**config.mk**
```make
export PLATFORM = sky130hd
export DESIGN_NAME = joybus_poll_ctrl_flat
export DESIGN_NICKNAME = d
export VERILOG_FILES = /design/src/rtl/joybus_poll_if.sv /design/src/rtl/joybus_poll_ctrl.sv /design/src/flat_wrapper.sv
export SDC_FILE = /design/constraint.sdc
export NUM_CORES = 1
export LEC_CHECK = 0
export ABC_AREA = 1
export CELL_PAD_IN_SITES_DETAIL_PLACEMENT = 2
export CELL_PAD_IN_SITES_GLOBAL_PLACEMENT = 2
export CORE_ASPECT_RATIO = 1.25
export CORE_MARGIN = 2
export CORE_UTILIZATION = 38
export CTS_BUF_LIST = sky130_fd_sc_hd__clkbuf_4 sky130_fd_sc_hd__clkbuf_8
export CTS_CLUSTER_DIAMETER = 150
export DETAILED_ROUTE_END_ITERATION = 8
export PLACE_DENSITY_LB_ADDON = 0.1
export SLEW_MARGIN = 15
export SYNTH_ARGS = -nofsm -noshare
export SYNTH_HDL_FRONTEND = slang
export SYNTH_SLANG_ARGS = --single-unit
```
**constraint.sdc**
```tcl
create_clock -name clk -period 8.85 [get_ports clk]
set_clock_uncertainty 0.2 [all_clocks]
set_input_delay 1.3275 -clock clk [delete_from_list [all_inputs] [get_ports clk]]
set_output_delay 1.3275 -clock clk [all_outputs]
set_load 0.02 [all_outputs]
```
**src/rtl/joybus_poll_if.sv**
```systemverilog
// Signal bundle between the Joybus poll controller and its transmitter, receiver and host.
// The master modport is the controller side. The slave modport is the peripheral side.
interface joybus_poll_if;
  logic        poll_en;
  logic        cmd_rdy;
  logic [7:0]  cmd_data;
  logic        tx_done;
  logic [7:0]  rx_byte;
  logic        rx_byte_vld;
  logic        rx_done;
  logic [31:0] status;
  logic        status_vld;
  logic        btn_A;
  logic        btn_B;
  logic        btn_Z;
  logic        btn_start;
  logic        err;

  modport master (
    input  poll_en, tx_done, rx_byte, rx_byte_vld, rx_done,
    output cmd_rdy, cmd_data, status, status_vld, btn_A, btn_B, btn_Z, btn_start, err
  );

  modport slave (
    output poll_en, tx_done, rx_byte, rx_byte_vld, rx_done,
    input  cmd_rdy, cmd_data, status, status_vld, btn_A, btn_B, btn_Z, btn_start, err
  );
endinterface

```
**src/rtl/joybus_poll_ctrl.sv**
```systemverilog
// Periodic Joybus controller poller. It sends POLL_CMD, collects the 4-byte reply and
// publishes it as status. A timeout or a wrong byte count raises a sticky err flag.
module joybus_poll_ctrl #(
  parameter int unsigned POLL_PERIOD = 833333,
  parameter int unsigned RX_TIMEOUT  = 50000,
  parameter logic [7:0]  POLL_CMD    = 8'h01
) (
  input logic          clk,
  input logic          rst,
  joybus_poll_if.master bus
);

  localparam int unsigned PW = $clog2(POLL_PERIOD + 1);
  localparam int unsigned TW = $clog2(RX_TIMEOUT + 1);
  localparam logic [PW-1:0] PeriodLast = PW'(POLL_PERIOD - 1);
  localparam logic [TW-1:0] TmoLast    = TW'(RX_TIMEOUT - 1);

  typedef enum logic [2:0] {StIdle, StWait, StSend, StWaitTx, StRecv, StCheck} state_e;

  state_e        state_q;
  logic [PW-1:0] period_q;
  logic [TW-1:0] tmo_q;
  logic [2:0]    byte_cnt_q;
  logic [31:0]   shift_q;

  always_ff @(posedge clk or posedge rst) begin
    if (rst) begin
      state_q        <= StIdle;
      period_q       <= '0;
      tmo_q          <= '0;
      byte_cnt_q     <= '0;
      shift_q        <= '0;
      bus.cmd_rdy    <= 1'b0;
      bus.status     <= '0;
      bus.status_vld <= 1'b0;
      bus.err        <= 1'b0;
    end else begin
      bus.cmd_rdy    <= 1'b0;
      bus.status_vld <= 1'b0;
      // Free-running poll timer. A later clear in the case below takes priority.
      if (state_q != StIdle && period_q != PeriodLast) begin
        period_q <= period_q + PW'(1);
      end
      case (state_q)
        StIdle: begin
          if (bus.poll_en) begin
            state_q  <= StSend;
            period_q <= '0;
          end
        end
        StSend: begin
          bus.cmd_rdy <= 1'b1;
          state_q     <= StWaitTx;
        end
        StWaitTx: begin
          if (bus.tx_done) begin
            byte_cnt_q <= '0;
            tmo_q      <= '0;
            state_q    <= StRecv;
          end
        end
        StRecv: begin
          if (bus.rx_byte_vld) begin
            shift_q <= {shift_q[23:0], bus.rx_byte};
            if (byte_cnt_q != 3'd5) begin
              byte_cnt_q <= byte_cnt_q + 3'd1;
            end
          end
          // rx_done on the final timeout cycle still counts as a completed frame.
          if (bus.rx_done) begin
            state_q <= StCheck;
          end else if (tmo_q == TmoLast) begin
            bus.err <= 1'b1;
            state_q <= StWait;
          end else begin
            tmo_q <= tmo_q + TW'(1);
          end
        end
        StCheck: begin
          if (byte_cnt_q == 3'd4) begin
            bus.status     <= shift_q;
            bus.status_vld <= 1'b1;
            bus.err        <= 1'b0;
          end else begin
            bus.err <= 1'b1;
          end
          state_q <= StWait;
        end
        StWait: begin
          if (period_q == PeriodLast) begin
            if (bus.poll_en) begin
              state_q  <= StSend;
              period_q <= '0;
            end else begin
              state_q <= StIdle;
            end
          end
        end
        default: state_q <= StIdle;
      endcase
    end
  end

  assign bus.cmd_data  = POLL_CMD;
  assign bus.btn_A     = bus.status[31];
  assign bus.btn_B     = bus.status[30];
  assign bus.btn_Z     = bus.status[29];
  assign bus.btn_start = bus.status[28];

endmodule

```
**src/flat_wrapper.sv**
```systemverilog
// flat-port wrapper written by rule: the top's interface ports become plain ports
module joybus_poll_ctrl_flat 
#(
  parameter int unsigned POLL_PERIOD = 833333,
  parameter int unsigned RX_TIMEOUT  = 50000,
  parameter logic [7:0]  POLL_CMD    = 8'h01
)
  (clk, rst, bus_poll_en, bus_tx_done, bus_rx_byte, bus_rx_byte_vld, bus_rx_done, bus_cmd_rdy, bus_cmd_data, bus_status, bus_status_vld, bus_btn_A, bus_btn_B, bus_btn_Z, bus_btn_start, bus_err);
  joybus_poll_if bus_i ();
  input logic clk;
  input logic rst;
  input wire logic [$bits(bus_i.poll_en)-1:0] bus_poll_en;
  input wire logic [$bits(bus_i.tx_done)-1:0] bus_tx_done;
  input wire logic [$bits(bus_i.rx_byte)-1:0] bus_rx_byte;
  input wire logic [$bits(bus_i.rx_byte_vld)-1:0] bus_rx_byte_vld;
  input wire logic [$bits(bus_i.rx_done)-1:0] bus_rx_done;
  output wire logic [$bits(bus_i.cmd_rdy)-1:0] bus_cmd_rdy;
  output wire logic [$bits(bus_i.cmd_data)-1:0] bus_cmd_data;
  output wire logic [$bits(bus_i.status)-1:0] bus_status;
  output wire logic [$bits(bus_i.status_vld)-1:0] bus_status_vld;
  output wire logic [$bits(bus_i.btn_A)-1:0] bus_btn_A;
  output wire logic [$bits(bus_i.btn_B)-1:0] bus_btn_B;
  output wire logic [$bits(bus_i.btn_Z)-1:0] bus_btn_Z;
  output wire logic [$bits(bus_i.btn_start)-1:0] bus_btn_start;
  output wire logic [$bits(bus_i.err)-1:0] bus_err;
  assign bus_i.poll_en = bus_poll_en;
  assign bus_i.tx_done = bus_tx_done;
  assign bus_i.rx_byte = bus_rx_byte;
  assign bus_i.rx_byte_vld = bus_rx_byte_vld;
  assign bus_i.rx_done = bus_rx_done;
  assign bus_cmd_rdy = bus_i.cmd_rdy;
  assign bus_cmd_data = bus_i.cmd_data;
  assign bus_status = bus_i.status;
  assign bus_status_vld = bus_i.status_vld;
  assign bus_btn_A = bus_i.btn_A;
  assign bus_btn_B = bus_i.btn_B;
  assign bus_btn_Z = bus_i.btn_Z;
  assign bus_btn_start = bus_i.btn_start;
  assign bus_err = bus_i.err;
  joybus_poll_ctrl #(.POLL_PERIOD(POLL_PERIOD), .RX_TIMEOUT(RX_TIMEOUT), .POLL_CMD(POLL_CMD)) u_core (.clk(clk), .rst(rst), .bus(bus_i));
endmodule
```
==> summary.txt <==
Place
  – Gpl congestion: 0.793
  – Input/output buffers: 52
  – Worst slack at placement: 5330 ps
  – Number of placed instances, taps included: 842
  – Placed wire-length estimate: 10400 um

Routing
  – Via total after detailed routing: 4340
  – Initial DRC Count: 170
  – Detailed-route DRC error count: 0
  – Routed Antenna Nets: 0
  – Vias per cell: 5.06
  – Routed wire length: 14600 um
  – Drt first pass iters: 4
  – Drt wl/cell: 17.0 um

Floorplan
  – Initial Util: 38.9%
  – Die area: 15100 sq um
  – Die width: 110 um
  – Core Region: 13800 sq um
  – I/O pins: 61
  – Die H: 137 um
  – Rows: 48

Setup path
  – R2R Setup Slk: 5910 ps
  – R2R cell count: 8
  – Crit start category: input port
  – Reg2reg end: u_core.shift_q[27]
  – CP Max Fanout: 41
  – CP endpoint kind: flip-flop
  – CP Data Required Time: 8920 ps
  – Kind of critical path: in -> reg
  – Arrival time worst endpoint: 3230 ps
  – Critical R2R Launch: u_core.state_q[1]

Synthesis
  – Synthesized area: 5380 sq um
  – Seq/Total Area, Yosys: 50.7%
  – Avg Cell Area, Syn: 8.45 sq um
  – YS warnings: 0
  – Dominant cell type by area after synthesis: dfrtp_1
  – Number of synthesized register bits: 109
  – Post-synth top area share: 50.7%
  – Netlist cell types: 39
  – Mapped Cells: 636
  – Top post-synthesis cells by area: dfrtp_1 (51%), nand2_1 (8.9%), nor2_1 (5.4%)

Pwr
  – Worst IR Drop VDD: 0.133 mV
  – PwrDens: 294 nW/um^2
  – Total Power: 1.81 mW
  – P_leak: 2.84 nW

Layout
  – Area Growth Syn to Fin: 14.6%
  – Core Util, Final: 44.6%
  – Filler instances: 1571
  – Final #Nets: 698
  – Layout cells sized above 1: 9.22%
  – Reg area: 2730 sq um
  – Multi-input logic area: 2170 sq um
  – Diodes inserted: 0
  – Non-filler instance count after layout: 858

Clocking
  – Clock root cell: clkbuf_8
  – Setup bufs post-CTS: 0
  – Clock transition time at the flip-flop clock pins of the worst setup and hold paths: 110 ps
  – Post-cts resize count: 0
  – CTS tree: done
  – # hold bufs at CTS: 0
  – Worst-skew pair later-pin latency: 400 ps
  – H-tree Lvls: 3
  – CTS buffer count: 9
  – CTS sink cnt: 109
  – CTS max path bufs: 2

STA
  – Slew @ Worst Pin: 791 ps
  – Fin crit share: 35.7%
  – Pins Over Slew Limit: 0
  – Hold Violations, Final: 0
  – RSZ-0062 raised after global routing: false
  – Fmax: 316 MHz
  – Fin Setup TNS: 0 ps
  – Fin crit period: 3160 ps
  – Final Setup Violations: 0
  – Relative slew slack: 47.1%
  – Fin worst setup slack: 5690 ps

Status
  – Outcome: finished, final reports clean

Global route
  – Total track usage: 21.0%
  – First-pass GRT wire length: 24400 um
  – Vias in the first global route: 4900
  – Antenna violations before repair: 0
  – Gr ovfl total: 0
  – Pin count of the biggest net entering global routing: 56

Worst hold path
  – Worst hold stages: 2
  – Min-delay src: u_core.shift_q[9]
  – WHS Endpoint: u_core.shift_q[17]
  – HP Class: reg -> reg

Job
  – # Max-Cap Violations: 0
logic make-up after synthesis:
group | count (synthesis) | synth area share [%]
xor+xnor | 12 | 1.96
compound gates | 94 | 9.94
other cells | 2 | 0.140
simple gates | 291 | 23.9
flops | 109 | 50.7
buf+inv | 109 | 9.24
mux | 13 | 2.72
fa+ha+maj | 6 | 1.40
critical path: stages:
cell and delay [ps]:
clkdlybuf4s50_1 480, inv_1 70, nor2_4 630, inv_2 410
nand2_1 200, o21ai_1 100
area by class of cell:
cell class | instances | area share, %
Clock inverter | 5 | 0.792
Timing Repair Buffer | 54 | 8.70
Sequential cell | 109 | 44.3
Multi-Input combinational cell | 424 | 35.3
Inverter | 80 | 4.92
Clock buffer | 11 | 2.46
Tap cell | 175 | 3.56
cell usage in the layout, fill, tap and decap left out, types with 2 or more instances in the layout:
| cell | Yosys | routed |
|---|---|---|
| nand2_4 | 2 | 2 |
| inv_8 | 0 | 2 |
| nor2_4 | 3 | 3 |
| ha_1 | 6 | 6 |
| xnor2_1 | 4 | 4 |
| mux2_2 | 5 | 5 |
| a31o_2 | 4 | 4 |
| nand3_1 | 34 | 34 |
| conb_1 | 2 | 8 |
| xor2_1 | 8 | 8 |
| o21ai_0 | 26 | 26 |
| nand2_2 | 4 | 4 |
| o21ai_2 | 9 | 9 |
| nor2_2 | 5 | 5 |
| or2_2 | 2 | 2 |
| clkbuf_8 | 0 | 11 |
| nor3_1 | 12 | 12 |
| nand3b_1 | 2 | 2 |
| clkdlybuf4s50_1 | 0 | 52 |
| inv_6 | 0 | 2 |
| nand2_1 | 128 | 128 |
| a21oi_1 | 28 | 28 |
| o21ai_1 | 22 | 22 |
| buf_4 | 14 | 2 |
| dfrtp_1 | 109 | 109 |
| inv_1 | 72 | 71 |
| inv_2 | 8 | 8 |
| mux2_1 | 8 | 8 |
| nand4_1 | 17 | 17 |
| nor2_1 | 78 | 78 |
registers in the layout, indices dropped and copies added (netlist names):
register and count:
u_core.byte_cnt_q 3, u_core.tmo_q 16, u_core.period_q 20, u_core.shift_q 32, u_core.bus.status 32, u_core.bus.err 1, u_core.bus.cmd_rdy 1, u_core.bus.status_vld 1
u_core.state_q 3
where the power goes:
part | total [mW] | switching [mW] | internal [mW] | leakage (nW)
combinational | 0.693 | 0.426 | 0.267 | 1.32
sequential | 0.799 | 0.127 | 0.672 | 1.42
clock | 0.317 | 0.192 | 0.125 | 0.104
total | 1.81 | 0.745 | 1.06 | 2.84
synth_stat cells:
cell        n
a21o_1      1
a21oi_1    28
a31o_2      4
a32o_1      1
and2_1      1
buf_2       9
buf_4      14
buf_6       3
clkbuf_1    2
clkbuf_2    1
conb_1      2
dfrtp_1   109
ha_1        6
inv_1      72
inv_2       8
mux2_1      8
mux2_2      5
nand2_1   128
nand2_2     4
nand2_4     2
nand3_1    34
nand3_2     1
nand3b_1    2
nand4_1    17
nor2_1     78
nor2_2      5
nor2_4      3
nor3_1     12
nor3_2      1
nor4_1      1
o21a_1      1
o21ai_0    26
o21ai_1    22
o21ai_2     9
o21bai_1    1
o31ai_1     1
or2_2       2
xnor2_1     4
xor2_1      8
metal layers:
metal / GRT usage [%] / routed length (um) / vias to the layer above
met4: 7.57 / 216 / 0
met2: 38.2 / 7920 / 38
met1: 25.0 / 6190 / 2191
met5: 0 / 0 / -
met3: 2.52 / 231 / 12
li1: - / - / 2099
how the worst max path moves through the flow:
stage / slack [ps] / start / cells after the start / end
after global placement: 5500 / bus_rx_byte_vld / 6 / u_core.shift_q[12]
after CTS: 5660 / bus_rx_byte_vld / 6 / u_core.shift_q[27]
after global routing: 5470 / bus_rx_byte_vld / 6 / u_core.shift_q[27]
after floorplan: 4450 / rst / 1 / u_core.bus.cmd_rdy
after detailed placement: 5330 / bus_rx_byte_vld / 6 / u_core.shift_q[27]
final: 5690 / bus_rx_byte_vld / 6 / u_core.shift_q[27]
per-stage QoR:
step	hold slack, ps	instance area, sq um
3_3_place_gp	264	5960
4_1_cts	309	6160
2_1_floorplan	253	5400
3_5_place_dp	284	5960
5_1_grt	326	6160
6_report	302	6160
Power figures use the tool's default switching activity.
